==> config.mk <==
export PLATFORM = sky130hd
export DESIGN_NAME = msg_sequencer
export DESIGN_NICKNAME = d
export VERILOG_FILES = /design/src/rtl/msg_seq_pkg.sv /design/src/rtl/msg_sequencer_prescaler.sv /design/src/rtl/msg_sequencer.sv
export SDC_FILE = /design/constraint.sdc
export NUM_CORES = 1
export LEC_CHECK = 0
export CAP_MARGIN = 25
export CORE_MARGIN = 2
export CORE_UTILIZATION = 60
export CTS_CLUSTER_SIZE = 16
export DETAILED_ROUTE_END_ITERATION = 16
export GPL_ROUTABILITY_DRIVEN = 1
export HOLD_SLACK_MARGIN = 0.02
export PLACE_DENSITY = 0.86
export SLEW_MARGIN = 20
export SYNTH_ARGS = -nofsm -noshare
export SYNTH_HDL_FRONTEND = slang
export SYNTH_SLANG_ARGS = --single-unit
==> constraint.sdc <==
create_clock -name clk -period 7.25 [get_ports clk]
set_input_delay 2.175 -clock clk [delete_from_list [all_inputs] [get_ports clk]]
set_output_delay 2.175 -clock clk [all_outputs]
set_load 0.02 [all_outputs]
==> src/rtl/msg_seq_pkg.sv <==
// Shared definitions for the 7-segment message path.
//
// Holds the sequencer state type, the default character code width and the
// character code map. The same codes are decoded by the downstream
// char-to-segment encoder, so the two must stay in lock-step.
//
// Code map: 0 = blank, 1 = decimal point, 2..27 = letters A..Z.

package msg_seq_pkg;

    localparam int unsigned MSG_CHAR_W = 5;

    typedef enum logic [1:0] {
        StIdle,
        StShow,
        StGap
    } msg_state_e;

    localparam logic [MSG_CHAR_W-1:0] CH_BLANK = 5'd0;
    localparam logic [MSG_CHAR_W-1:0] CH_DP    = 5'd1;
    localparam logic [MSG_CHAR_W-1:0] CH_A     = 5'd2;
    localparam logic [MSG_CHAR_W-1:0] CH_B     = 5'd3;
    localparam logic [MSG_CHAR_W-1:0] CH_C     = 5'd4;
    localparam logic [MSG_CHAR_W-1:0] CH_D     = 5'd5;
    localparam logic [MSG_CHAR_W-1:0] CH_E     = 5'd6;
    localparam logic [MSG_CHAR_W-1:0] CH_F     = 5'd7;
    localparam logic [MSG_CHAR_W-1:0] CH_G     = 5'd8;
    localparam logic [MSG_CHAR_W-1:0] CH_H     = 5'd9;
    localparam logic [MSG_CHAR_W-1:0] CH_I     = 5'd10;
    localparam logic [MSG_CHAR_W-1:0] CH_J     = 5'd11;
    localparam logic [MSG_CHAR_W-1:0] CH_K     = 5'd12;
    localparam logic [MSG_CHAR_W-1:0] CH_L     = 5'd13;
    localparam logic [MSG_CHAR_W-1:0] CH_M     = 5'd14;
    localparam logic [MSG_CHAR_W-1:0] CH_N     = 5'd15;
    localparam logic [MSG_CHAR_W-1:0] CH_O     = 5'd16;
    localparam logic [MSG_CHAR_W-1:0] CH_P     = 5'd17;
    localparam logic [MSG_CHAR_W-1:0] CH_Q     = 5'd18;
    localparam logic [MSG_CHAR_W-1:0] CH_R     = 5'd19;
    localparam logic [MSG_CHAR_W-1:0] CH_S     = 5'd20;
    localparam logic [MSG_CHAR_W-1:0] CH_T     = 5'd21;
    localparam logic [MSG_CHAR_W-1:0] CH_U     = 5'd22;
    localparam logic [MSG_CHAR_W-1:0] CH_V     = 5'd23;
    localparam logic [MSG_CHAR_W-1:0] CH_W     = 5'd24;
    localparam logic [MSG_CHAR_W-1:0] CH_X     = 5'd25;
    localparam logic [MSG_CHAR_W-1:0] CH_Y     = 5'd26;
    localparam logic [MSG_CHAR_W-1:0] CH_Z     = 5'd27;

endpackage

==> src/rtl/msg_sequencer_prescaler.sv <==
// msg_prescaler: tick generator for the message sequencer.
//
// Ports:
//   clk, rst_n  clock, asynchronous active-low reset
//   en          count enable; counter held at 0 while low
//   clear       synchronous counter clear
//   div         tick period minus 1, in clk cycles
//   tick        high in every cycle where cnt >= div
//
// The >= compare (not ==) means a div that shrinks below the running count
// produces an immediate tick instead of waiting for the counter to wrap.

module msg_prescaler #(
    parameter int unsigned DIV_W = 24
) (
    input  logic             clk,
    input  logic             rst_n,
    input  logic             en,
    input  logic             clear,
    input  logic [DIV_W-1:0] div,
    output logic             tick
);

    logic [DIV_W-1:0] cnt_q, cnt_d;

    assign tick = en && (cnt_q >= div);

    always_comb begin
        cnt_d = cnt_q + 1'b1;
        if (clear || !en || tick) begin
            cnt_d = '0;
        end
    end

    always_ff @(posedge clk or negedge rst_n) begin
        if (!rst_n) begin
            cnt_q <= '0;
        end else begin
            cnt_q <= cnt_d;
        end
    end

endmodule

==> src/rtl/msg_sequencer.sv <==
// msg_sequencer: steps through a host-loaded message of character codes.
//
// Each character is shown for SHOW_TICKS prescaler ticks, followed by
// GAP_TICKS blank ticks so repeated letters stay distinguishable. The
// current code feeds the downstream char-to-segment encoder.
//
// Ports:
//   clk, rst_n  clock, asynchronous active-low reset
//   run         enable sequencing; low forces IDLE with index 0
//   clr         empty the buffer, clear overflow, force IDLE (beats wr_en)
//   wr_en       append wr_data at mem[length]
//   wr_data     character code to append
//   div         prescaler tick period minus 1
//   char_code   current character (held during the gap)
//   blank       1 = display off
//   step        pulse in the first cycle a character is shown
//   wrap        pulse with step when index 0 starts
//   overflow    sticky: a write hit a full buffer
//   length      number of stored characters
//
// Optional build macro MSG_SEQUENCER_ONESHOT_EN adds:
//   oneshot     stop after the last character instead of wrapping
//   done        set when a one-shot pass finishes; cleared by run low or clr
//
// All outputs come straight from registers.

module msg_sequencer
    import msg_seq_pkg::*;
#(
    parameter int unsigned DEPTH      = 16,
    parameter int unsigned CHAR_W     = MSG_CHAR_W,
    parameter int unsigned DIV_W      = 24,
    parameter int unsigned SHOW_TICKS = 4,
    parameter int unsigned GAP_TICKS  = 1
) (
    input  logic                    clk,
    input  logic                    rst_n,
    input  logic                    run,
    input  logic                    clr,
    input  logic                    wr_en,
    input  logic [CHAR_W-1:0]       wr_data,
    input  logic [DIV_W-1:0]        div,
`ifdef MSG_SEQUENCER_ONESHOT_EN
    input  logic                    oneshot,
    output logic                    done,
`endif
    output logic [CHAR_W-1:0]       char_code,
    output logic                    blank,
    output logic                    step,
    output logic                    wrap,
    output logic                    overflow,
    output logic [$clog2(DEPTH):0]  length
);

    localparam int unsigned IDX_W  = $clog2(DEPTH);
    localparam int unsigned LEN_W  = $clog2(DEPTH) + 1;
    localparam int unsigned TMAX   = (SHOW_TICKS > GAP_TICKS) ? SHOW_TICKS : GAP_TICKS;
    localparam int unsigned TCNT_W = (TMAX > 1) ? $clog2(TMAX) : 1;

    localparam logic [TCNT_W-1:0] SHOW_LAST = TCNT_W'(SHOW_TICKS - 1);
    localparam logic [TCNT_W-1:0] GAP_LAST  = TCNT_W'((GAP_TICKS > 0) ? GAP_TICKS - 1 : 0);
    localparam logic [LEN_W-1:0]  FULL      = LEN_W'(DEPTH);

    // Message buffer
    logic [CHAR_W-1:0] mem_q [DEPTH];
    logic [LEN_W-1:0]  length_q;
    logic              overflow_q;

    always_ff @(posedge clk or negedge rst_n) begin
        if (!rst_n) begin
            length_q   <= '0;
            overflow_q <= 1'b0;
            for (int i = 0; i < int'(DEPTH); i++) begin
                mem_q[i] <= '0;
            end
        end else if (clr) begin
            length_q   <= '0;
            overflow_q <= 1'b0;
        end else if (wr_en) begin
            if (length_q == FULL) begin
                overflow_q <= 1'b1;
            end else begin
                mem_q[length_q[IDX_W-1:0]] <= wr_data;
                length_q                   <= length_q + 1'b1;
            end
        end
    end

    // Sequencer state
    msg_state_e        state_q, state_d;
    logic [IDX_W-1:0]  index_q, index_d;
    logic [TCNT_W-1:0] tcnt_q, tcnt_d;
    logic [CHAR_W-1:0] char_code_q, char_code_d;
    logic              blank_q, blank_d;
    logic              step_q, step_d;
    logic              wrap_q, wrap_d;

    logic              tick;
    logic              advance;
    logic              start_show;
    logic              oneshot_stop;
    logic              hold_idle;
    logic              stop_at_end;
    logic [LEN_W-1:0]  idx_inc;
    logic              is_last;

`ifdef MSG_SEQUENCER_ONESHOT_EN
    logic done_q, done_d;

    assign hold_idle   = done_q;
    assign stop_at_end = oneshot;
    assign done        = done_q;

    always_comb begin
        done_d = done_q;
        if (clr || !run) begin
            done_d = 1'b0;
        end else if (oneshot_stop) begin
            done_d = 1'b1;
        end
    end

    always_ff @(posedge clk or negedge rst_n) begin
        if (!rst_n) begin
            done_q <= 1'b0;
        end else begin
            done_q <= done_d;
        end
    end
`else
    assign hold_idle   = 1'b0;
    assign stop_at_end = 1'b0;
`endif

    // Compare against the live length so a shrunken message restarts at 0
    assign idx_inc = LEN_W'(index_q) + LEN_W'(1);
    assign is_last = (idx_inc >= length_q);

    always_comb begin
        state_d      = state_q;
        index_d      = index_q;
        tcnt_d       = tcnt_q;
        char_code_d  = char_code_q;
        step_d       = 1'b0;
        wrap_d       = 1'b0;
        advance      = 1'b0;
        start_show   = 1'b0;
        oneshot_stop = 1'b0;

        if (clr || !run || (length_q == '0)) begin
            state_d = StIdle;
            index_d = '0;
            tcnt_d  = '0;
        end else begin
            case (state_q)
                StIdle: begin
                    if (!hold_idle) begin
                        start_show = 1'b1;
                        index_d    = '0;
                    end
                end
                StShow: begin
                    if (tick) begin
                        if (tcnt_q == SHOW_LAST) begin
                            tcnt_d = '0;
                            if (GAP_TICKS == 0) begin
                                advance = 1'b1;
                            end else begin
                                state_d = StGap;
                            end
                        end else begin
                            tcnt_d = tcnt_q + 1'b1;
                        end
                    end
                end
                StGap: begin
                    if (tick) begin
                        if (tcnt_q == GAP_LAST) begin
                            tcnt_d  = '0;
                            advance = 1'b1;
                        end else begin
                            tcnt_d = tcnt_q + 1'b1;
                        end
                    end
                end
                default: begin
                    state_d = StIdle;
                    index_d = '0;
                    tcnt_d  = '0;
                end
            endcase

            if (advance) begin
                if (stop_at_end && is_last) begin
                    oneshot_stop = 1'b1;
                    state_d      = StIdle;
                    index_d      = '0;
                end else begin
                    start_show = 1'b1;
                    index_d    = is_last ? '0 : index_q + 1'b1;
                end
            end
        end

        if (start_show) begin
            state_d     = StShow;
            step_d      = 1'b1;
            wrap_d      = (index_d == '0);
            char_code_d = mem_q[index_d];
        end

        blank_d = (state_d != StShow);
    end

    always_ff @(posedge clk or negedge rst_n) begin
        if (!rst_n) begin
            state_q     <= StIdle;
            index_q     <= '0;
            tcnt_q      <= '0;
            char_code_q <= '0;
            blank_q     <= 1'b1;
            step_q      <= 1'b0;
            wrap_q      <= 1'b0;
        end else begin
            state_q     <= state_d;
            index_q     <= index_d;
            tcnt_q      <= tcnt_d;
            char_code_q <= char_code_d;
            blank_q     <= blank_d;
            step_q      <= step_d;
            wrap_q      <= wrap_d;
        end
    end

    // Prescaler is held at 0 in IDLE, so SHOW always starts with a fresh count
    msg_prescaler #(
        .DIV_W (DIV_W)
    ) u_prescaler (
        .clk   (clk),
        .rst_n (rst_n),
        .en    (state_q != StIdle),
        .clear (state_d == StIdle),
        .div   (div),
        .tick  (tick)
    );

    assign char_code = char_code_q;
    assign blank     = blank_q;
    assign step      = step_q;
    assign wrap      = wrap_q;
    assign overflow  = overflow_q;
    assign length    = length_q;

endmodule
=== Yosys cells after proc, flatten, opt, wreduce, memory -nomap -nowiden ===
Index checks and enable logic that the tools add are counted.

* Add/sub/neg operators: 5
* $mul: 0
* Divide/modulo/power cells: 0
* Magnitude comparators: 5
* Equality and inequality tests: 9
* Shift operators: 0
* Muxes and demuxes: 37
* Bitwise operators: 4
* Reductions and logical operators: 22

{| class="wikitable"
|+ Operators by type and width
! cell !! count
|-
| bitwise mux 80 bit || 1
|-
| two-way mux 5 bit || 6
|-
| adder 24 x 1 -> 24 bit (second input constant) || 1
|-
| greater-or-equal comparator 24 bit || 1
|-
| two-way mux 24 bit || 1
|-
| binary-select mux 5 bit (select 4 bit) || 1
|-
| demux 5 bit (select 4 bit) || 1
|-
| two-way mux 2 bit || 9
|-
| two-way mux 4 bit || 4
|-
| two-way mux 1 bit || 12
|-
| greater-or-equal comparator 5 bit (second input constant) || 2
|-
| NOT 4 -> 5 bit || 2
|-
| zero test 2 bit || 3
|-
| != test 3 x 2 -> 1 bit (second input constant) || 2
|-
| case mux 2 bit (3 select lines) || 1
|-
| AND reduction 3 bit || 2
|-
| nonzero test 2 bit || 3
|-
| adder 4 x 1 -> 5 bit (second input constant) || 1
|-
| adder 5 x 1 -> 5 bit (second input constant) || 1
|-
| == test 5 bit (second input constant) || 1
|-
| greater-or-equal comparator 5 bit || 1
|-
| zero test 5 bit || 1
|-
| less-than comparator 5 x 1 -> 1 bit (second input constant) || 1
|-
| adder 4 x 1 -> 4 bit (second input constant) || 1
|-
| 13 further kinds || 23
|}

* Register bits: 126
* Latch bits: 0
* RAM bits: 0
* Memory bits (read-only): 0
* Bits of input ports: 34
* Output and inout port bits: 14
* Logic and storage cells: 108
* Memories: 0

=== Longest topological paths before layout ===
* Depth in word-level cells: 12
* Depth in mapped cells: 14
* Mapped depth without buffers: 12

=== By module ===
From an unflattened synthesis, not the netlist that was laid out.

* Cells, all modules: 625
* Area, all modules: 6994.2 um2

{| class="wikitable"
|+ By module, submodules not included
! module !! instances !! cells each !! area each (um2) !! sequential area each (um2)
|-
| msg_sequencer || 1 || 417 || 5127.4 || 2553.7
|-
| msg_prescaler || 1 || 208 || 1866.8 || 600.6
|}

=== Worst setup path before layout ===
No wires, ideal clock.

* Path kind: input to register
* Start point: in div[21]
* End point: reg char_code_q[2], in the netlist char_code[2]
* Library setup time: 0.132 ns
* Data arrival time: 4.642 ns
* Required time: 7.118 ns
* Setup slack: 2.476 ns
* Cell stages on the path: 14
* Buffers on the path: 2
* Path through: inv_1 > ha_1 > a21o_1 > a21o_2 > a221oi_1 > o211ai_2 > nand2_1 > mux2_2 > buf_2 > buf_4 > mux2i_1 > mux2i_1 > o2111ai_1 > nand3_1

* Cells in the longest elaborated chain, start to end: 11
* Elaborated cells between the ends (all ways): 13
* Those cells by class: order compare (1); mux (10); bitwise (1); reduce/logical (1)

{| class="wikitable"
|+ RTL lines
! what !! line !! text
|-
| start: declaration || msg_sequencer.sv:42 || <nowiki>input logic [DIV_W-1:0] div,</nowiki>
|-
| greater-or-equal comparator 24 bit (*) || msg_sequencer_prescaler.sv:26 || <nowiki>assign tick = en && (cnt_q >= div);</nowiki>
|-
| logical AND 1 bit (*) || msg_sequencer_prescaler.sv:26 ||
|-
| two-way mux 1 bit (*) || msg_sequencer.sv:177 || <nowiki>if (tick) begin</nowiki>
|-
| two-way mux 1 bit (*) || msg_sequencer.sv:155 || <nowiki>case (state_q)</nowiki>
|-
| two-way mux 1 bit (*) || msg_sequencer.sv:150 || <nowiki>if (clr || !run || (length_q == '0)) begin</nowiki>
|-
| two-way mux 4 bit || msg_sequencer.sv:193 || <nowiki>if (advance) begin</nowiki>
|-
| two-way mux 4 bit || msg_sequencer.sv:150 ||
|-
| NOT 4 -> 5 bit (not written as such) || msg_sequencer.sv:209 || <nowiki>char_code_d = mem_q[index_d];</nowiki>
|-
| binary-select mux 5 bit (select 4 bit) || msg_sequencer.sv:209 ||
|-
| two-way mux 5 bit (not written as such) (2 in series) || msg_sequencer.sv:209 ||
|-
| end signal: assignment || msg_sequencer.sv:228 || <nowiki>char_code_q <= char_code_d;</nowiki>
|-
| end: declaration || msg_sequencer.sv:93 || <nowiki>logic [CHAR_W-1:0] char_code_q, char_code_d;</nowiki>
|}

Mark *: on every way between the ends. The rest lies on a longest branch, timed or not. The select of a mux whose other input is x is not followed.
A chain may end at the register's enable or synchronous reset.

=== Final worst setup path ===
Ends and elaborated chain as after synthesis.

==> impl_summary.log <==
INFO  metric crit_cells = 14
INFO  metric root_buffer = sky130_fd_sc_hd__clkbuf_16
INFO  metric cts_hold_repair.buffers = 0
INFO  metric die_x_extent = 111 um
INFO  metric global_route.usage.met3 = 6.29%
INFO  metric cts-resized-gates = 0
INFO  metric switching_share = 23.2%
INFO  metric critPathCaptureType = flop
INFO  metric grt_most_used_layer = met2
INFO  metric synth_seq_cells = 126
INFO  metric maxSlewViolCount = 0
INFO  metric critical_path_s_slowest_cell = sky130_fd_sc_hd__o21ai_1
INFO  metric cts.clk_slew.worst_paths = 60 ps
INFO  metric synth_enable_flop_cells = 0
INFO  metric global_route_usage_sum = 25.9%
INFO  metric start_util = 60.8%
INFO  metric finalSetupViolations = 0
INFO  metric routed_via_density = 5.98
INFO  metric status = completed
INFO  metric yosys_top_cell_area_share = 45.7%
INFO  metric hp-start = mem_q[3]$_DFFE_PN0P_
INFO  metric critPathArrivalTime = 5990 ps
INFO  metric worst_hold_path.num_cells = 1
INFO  metric max_clock_freq = 175 MHz
INFO  metric ant_nets = 0
INFO  metric num_rows = 39
INFO  metric wirelength = 15,100 um
INFO  metric crit_chain = clkdlybuf4s50_1 > inv_1 > ha_1 > nand4_2 > nor4_2 > o211ai_1 > o211ai_2 > nand2_1 > and3_1 > o21ai_1 > buf_4 > nand2_1 > o221ai_1 > nand3_1
INFO  metric ant_diodes = 0
INFO  metric leakage = 4.03 nW
INFO  metric drv_cap = 0
INFO  metric final_nets = 750
INFO  metric tritoncts_sinks = 126
INFO  metric num-fill-cells = 731
INFO  metric core_area = 0.0113 mm2
INFO  metric worstPathMaxFanout = 12
INFO  metric async_flop_share = 100%
INFO  metric dr_vias = 4,936
INFO  metric worstSetupPathType = in2reg
INFO  metric power_density_cells = 229 mW/mm2
INFO  metric switchingPower = 0.426 mW
INFO  metric gp_congestion = 0.840
INFO  metric worst_path_required = 7530 ps
INFO  metric io_pins = 48
INFO  metric seq_power_share = 43.4%
INFO  metric detail_route.wl_per_cell = 18.4 um
INFO  metric fin_crit = 5710 ps
INFO  metric gr-usage-met1 = 32.3%
INFO  metric cp.buffers_inverters = 3
INFO  metric grt_start_max_net_pins = 78
INFO  metric synthFlopType = sky130_fd_sc_hd__dfrtp_1
INFO  metric slowest_delay = 610 ps
INFO  metric postSynthCellCount = 623
INFO  metric timing.critical_path.from_type = input port
INFO  metric fin_worst_skew = 9.67 ps
INFO  metric cts_tree = yes
INFO  metric timing.critical_path.from = div[21]
INFO  metric cts_htree_levels = 4
INFO  metric drc_errors = 0
INFO  metric synth_area_leaders = sky130_fd_sc_hd__dfrtp_1 46%, sky130_fd_sc_hd__mux2_2 14%, sky130_fd_sc_hd__ha_1 7.7%
INFO  metric die_height = 111 um
INFO  metric globalRouteOverflowTotal = 0
INFO  metric final.setup.tns = 0 ps
INFO  metric total_internal_power = 1.41 mW
INFO  metric power.share.clock = 45.5%
INFO  metric buffer_ports.inserted = 47
INFO  metric grt_pass1_wl = 25,400 um
INFO  metric mappedNetlistArea = 0.00685 mm2
INFO  metric detailedRoute.firstPassIterationCount = 5
INFO  metric critical_path_s_most_frequent_cell = sky130_fd_sc_hd__nand2_1
INFO  metric drive_gt1_share = 20.7%
INFO  metric ctsLongestPathBuffers = 2
INFO  metric max_slew.worst_pin.slew = 895 ps
INFO  metric synth_seq_area_share = 46.1%
INFO  metric p_comb_share = 11.1%
INFO  metric r2r_cells = 13
INFO  metric detailedRoute.firstIterationViolations = 309
INFO  metric critical-path-top-delay-family = simple AND/OR/NAND/NOR gates
INFO  metric grt_antenna_before_repair = 0
INFO  metric yosysTopAreaCell = sky130_fd_sc_hd__dfrtp_1
INFO  metric vdd_ir_drop_max = 227 uV
INFO  metric unrepaired_setup_endpoints_after_global_routing = no
INFO  metric post_cts_setup_buffers = 0
INFO  metric areaGrowthSynthToFinish = 17.0%
INFO  metric syn_avg_cell_area = 11.0 um2
INFO  metric dp_hpwl = 10,300 um
INFO  metric dieArea = 0.0123 mm2
INFO  metric final-hold-violation-count = 0
INFO  metric cts_inserted_buffers = 17
INFO  metric power_total = 1.84 mW
INFO  metric synth-warning-count = 0
INFO  metric synthDistinctLibCells = 50
INFO  metric gr-usage-met2 = 44.1%
INFO  metric hold_class = reg2reg
INFO  metric clock_insertion_delay_worst_skew = 420 ps
INFO  metric timing.rr.start = u_prescaler.cnt_q[0]$_DFF_PN0_
INFO  metric timing.slew.headroom = 40.3%
INFO  metric synth_fp_nets = 699
INFO  metric final.period_utilization = 78.7%
INFO  metric first_global_vias = 5,225
-- cell usage after synthesis, types with 4 or more instances --
| cell type | instances |
|---|---|
| sky130_fd_sc_hd__nand3_1 | 24 |
| sky130_fd_sc_hd__nor3_1 | 4 |
| sky130_fd_sc_hd__nand2_1 | 48 |
| sky130_fd_sc_hd__nor2_2 | 10 |
| sky130_fd_sc_hd__ha_1 | 42 |
| sky130_fd_sc_hd__nand4_1 | 5 |
| sky130_fd_sc_hd__clkbuf_1 | 10 |
| sky130_fd_sc_hd__inv_1 | 42 |
| sky130_fd_sc_hd__dfrtp_1 | 125 |
| sky130_fd_sc_hd__xor2_1 | 9 |
| sky130_fd_sc_hd__o221ai_1 | 5 |
| sky130_fd_sc_hd__o2111ai_1 | 5 |
| sky130_fd_sc_hd__o21ai_0 | 8 |
| sky130_fd_sc_hd__xnor2_1 | 19 |
| sky130_fd_sc_hd__a21oi_1 | 20 |
| sky130_fd_sc_hd__nor2_1 | 57 |
| sky130_fd_sc_hd__and3_1 | 12 |
| sky130_fd_sc_hd__buf_2 | 4 |
| sky130_fd_sc_hd__mux2i_1 | 45 |
| sky130_fd_sc_hd__mux2_2 | 87 |
-- logic make-up after synthesis --
logic type	count (synthesis)	synth area share [%]
AND/OR/NAND/NOR	175	12.1
multiplexers	132	20.9
flip-flops	126	46.1
buffers and inverters	62	3.96
AO/OA/AOI/OAI	58	5.72
adder cells (fa/ha/maj)	42	7.67
XOR/XNOR	28	3.58
-- sequential cells by signal (all words and copies together) (netlist names) --
name and cells:
blank 1, char_code 5, index_q 4, length 5, mem_q 80, overflow 1
state_q 2, step 1, tcnt_q 2, u_prescaler.cnt_q 24, wrap 1
-- per-layer routing --
layer | vias to the layer above | wire [um]
met1 | 2462 | 6310
met4 | 0 | 255
met3 | 33 | 731
met5 | - | 0
met2 | 162 | 7850
li1 | 2279 | -
-- stage by stage --
step | hold WS, ps | setup WS, ps | instances | cell area [um2] | util, %
after floorplan | 470 | 2480 | 623 | 6850 | -
after global placement | 483 | 1370 | 797 | 7410 | 65.7
after detailed placement | 493 | 1160 | 797 | 7410 | 65.7
after CTS | 506 | 1540 | 824 | 7980 | 70.8
after global routing | 512 | 1230 | 825 | 8010 | 71.1
final | 503 | 1540 | 825 | 8010 | 71.1
-- cells in the final DEF, fill, tap and decap left out, types with 4 or more instances in the layout --
cell,n
sky130_fd_sc_hd__dfrtp_1,125
sky130_fd_sc_hd__mux2_2,87
sky130_fd_sc_hd__nor2_1,57
sky130_fd_sc_hd__nand2_1,48
sky130_fd_sc_hd__clkdlybuf4s50_1,46
sky130_fd_sc_hd__mux2i_1,45
sky130_fd_sc_hd__inv_1,42
sky130_fd_sc_hd__ha_1,42
sky130_fd_sc_hd__nand3_1,24
sky130_fd_sc_hd__a21oi_1,20
sky130_fd_sc_hd__xnor2_1,19
sky130_fd_sc_hd__clkbuf_16,17
sky130_fd_sc_hd__and3_1,12
sky130_fd_sc_hd__nor2_2,10
sky130_fd_sc_hd__xor2_1,9
sky130_fd_sc_hd__o21ai_0,7
sky130_fd_sc_hd__nand4_1,5
sky130_fd_sc_hd__o221ai_1,5
sky130_fd_sc_hd__o2111ai_1,5
sky130_fd_sc_hd__buf_4,5
sky130_fd_sc_hd__nor3_1,4
-- path summary, 6_finish.rpt --
path                                                    to  slack, ps
hold reg to reg                       mem_q[3]$_DFFE_PN0P_        500
hold / removal                        mem_q[3]$_DFFE_PN0P_        500
max in group asynchronous            mem_q[54]$_DFFE_PN0P_       4360
setup reg to reg                  char_code[1]$_DFFE_PN0P_       3360
min in group asynchronous  u_prescaler.cnt_q[11]$_DFF_PN0_       1650
setup / recovery                  char_code[2]$_DFFE_PN0P_       1540
-- power by group through the flow --
stage,Combinational [mW],Sequential (mW),Clock (mW)
2_1_floorplan,0.0975,0.812,0
3_3_place_gp,0.194,0.803,0
3_5_place_dp,0.201,0.806,0
4_1_cts,0.204,0.795,0.843
5_1_grt,0.223,0.800,0.877
6_report,0.204,0.797,0.834
-- final cells by class --
| cell class | count | area [um2] | area share, % |
|---|---|---|---|
| multi-input cells | 435 | 3420 | 42.7 |
| flip-flops and latches | 126 | 3150 | 39.4 |
| repair buffers | 52 | 526 | 6.56 |
| clock buffers | 20 | 457 | 5.70 |
| well taps | 143 | 179 | 2.23 |
| inverters | 42 | 158 | 1.97 |
| clock inverters | 7 | 116 | 1.45 |
Power figures use the tool's default switching activity.
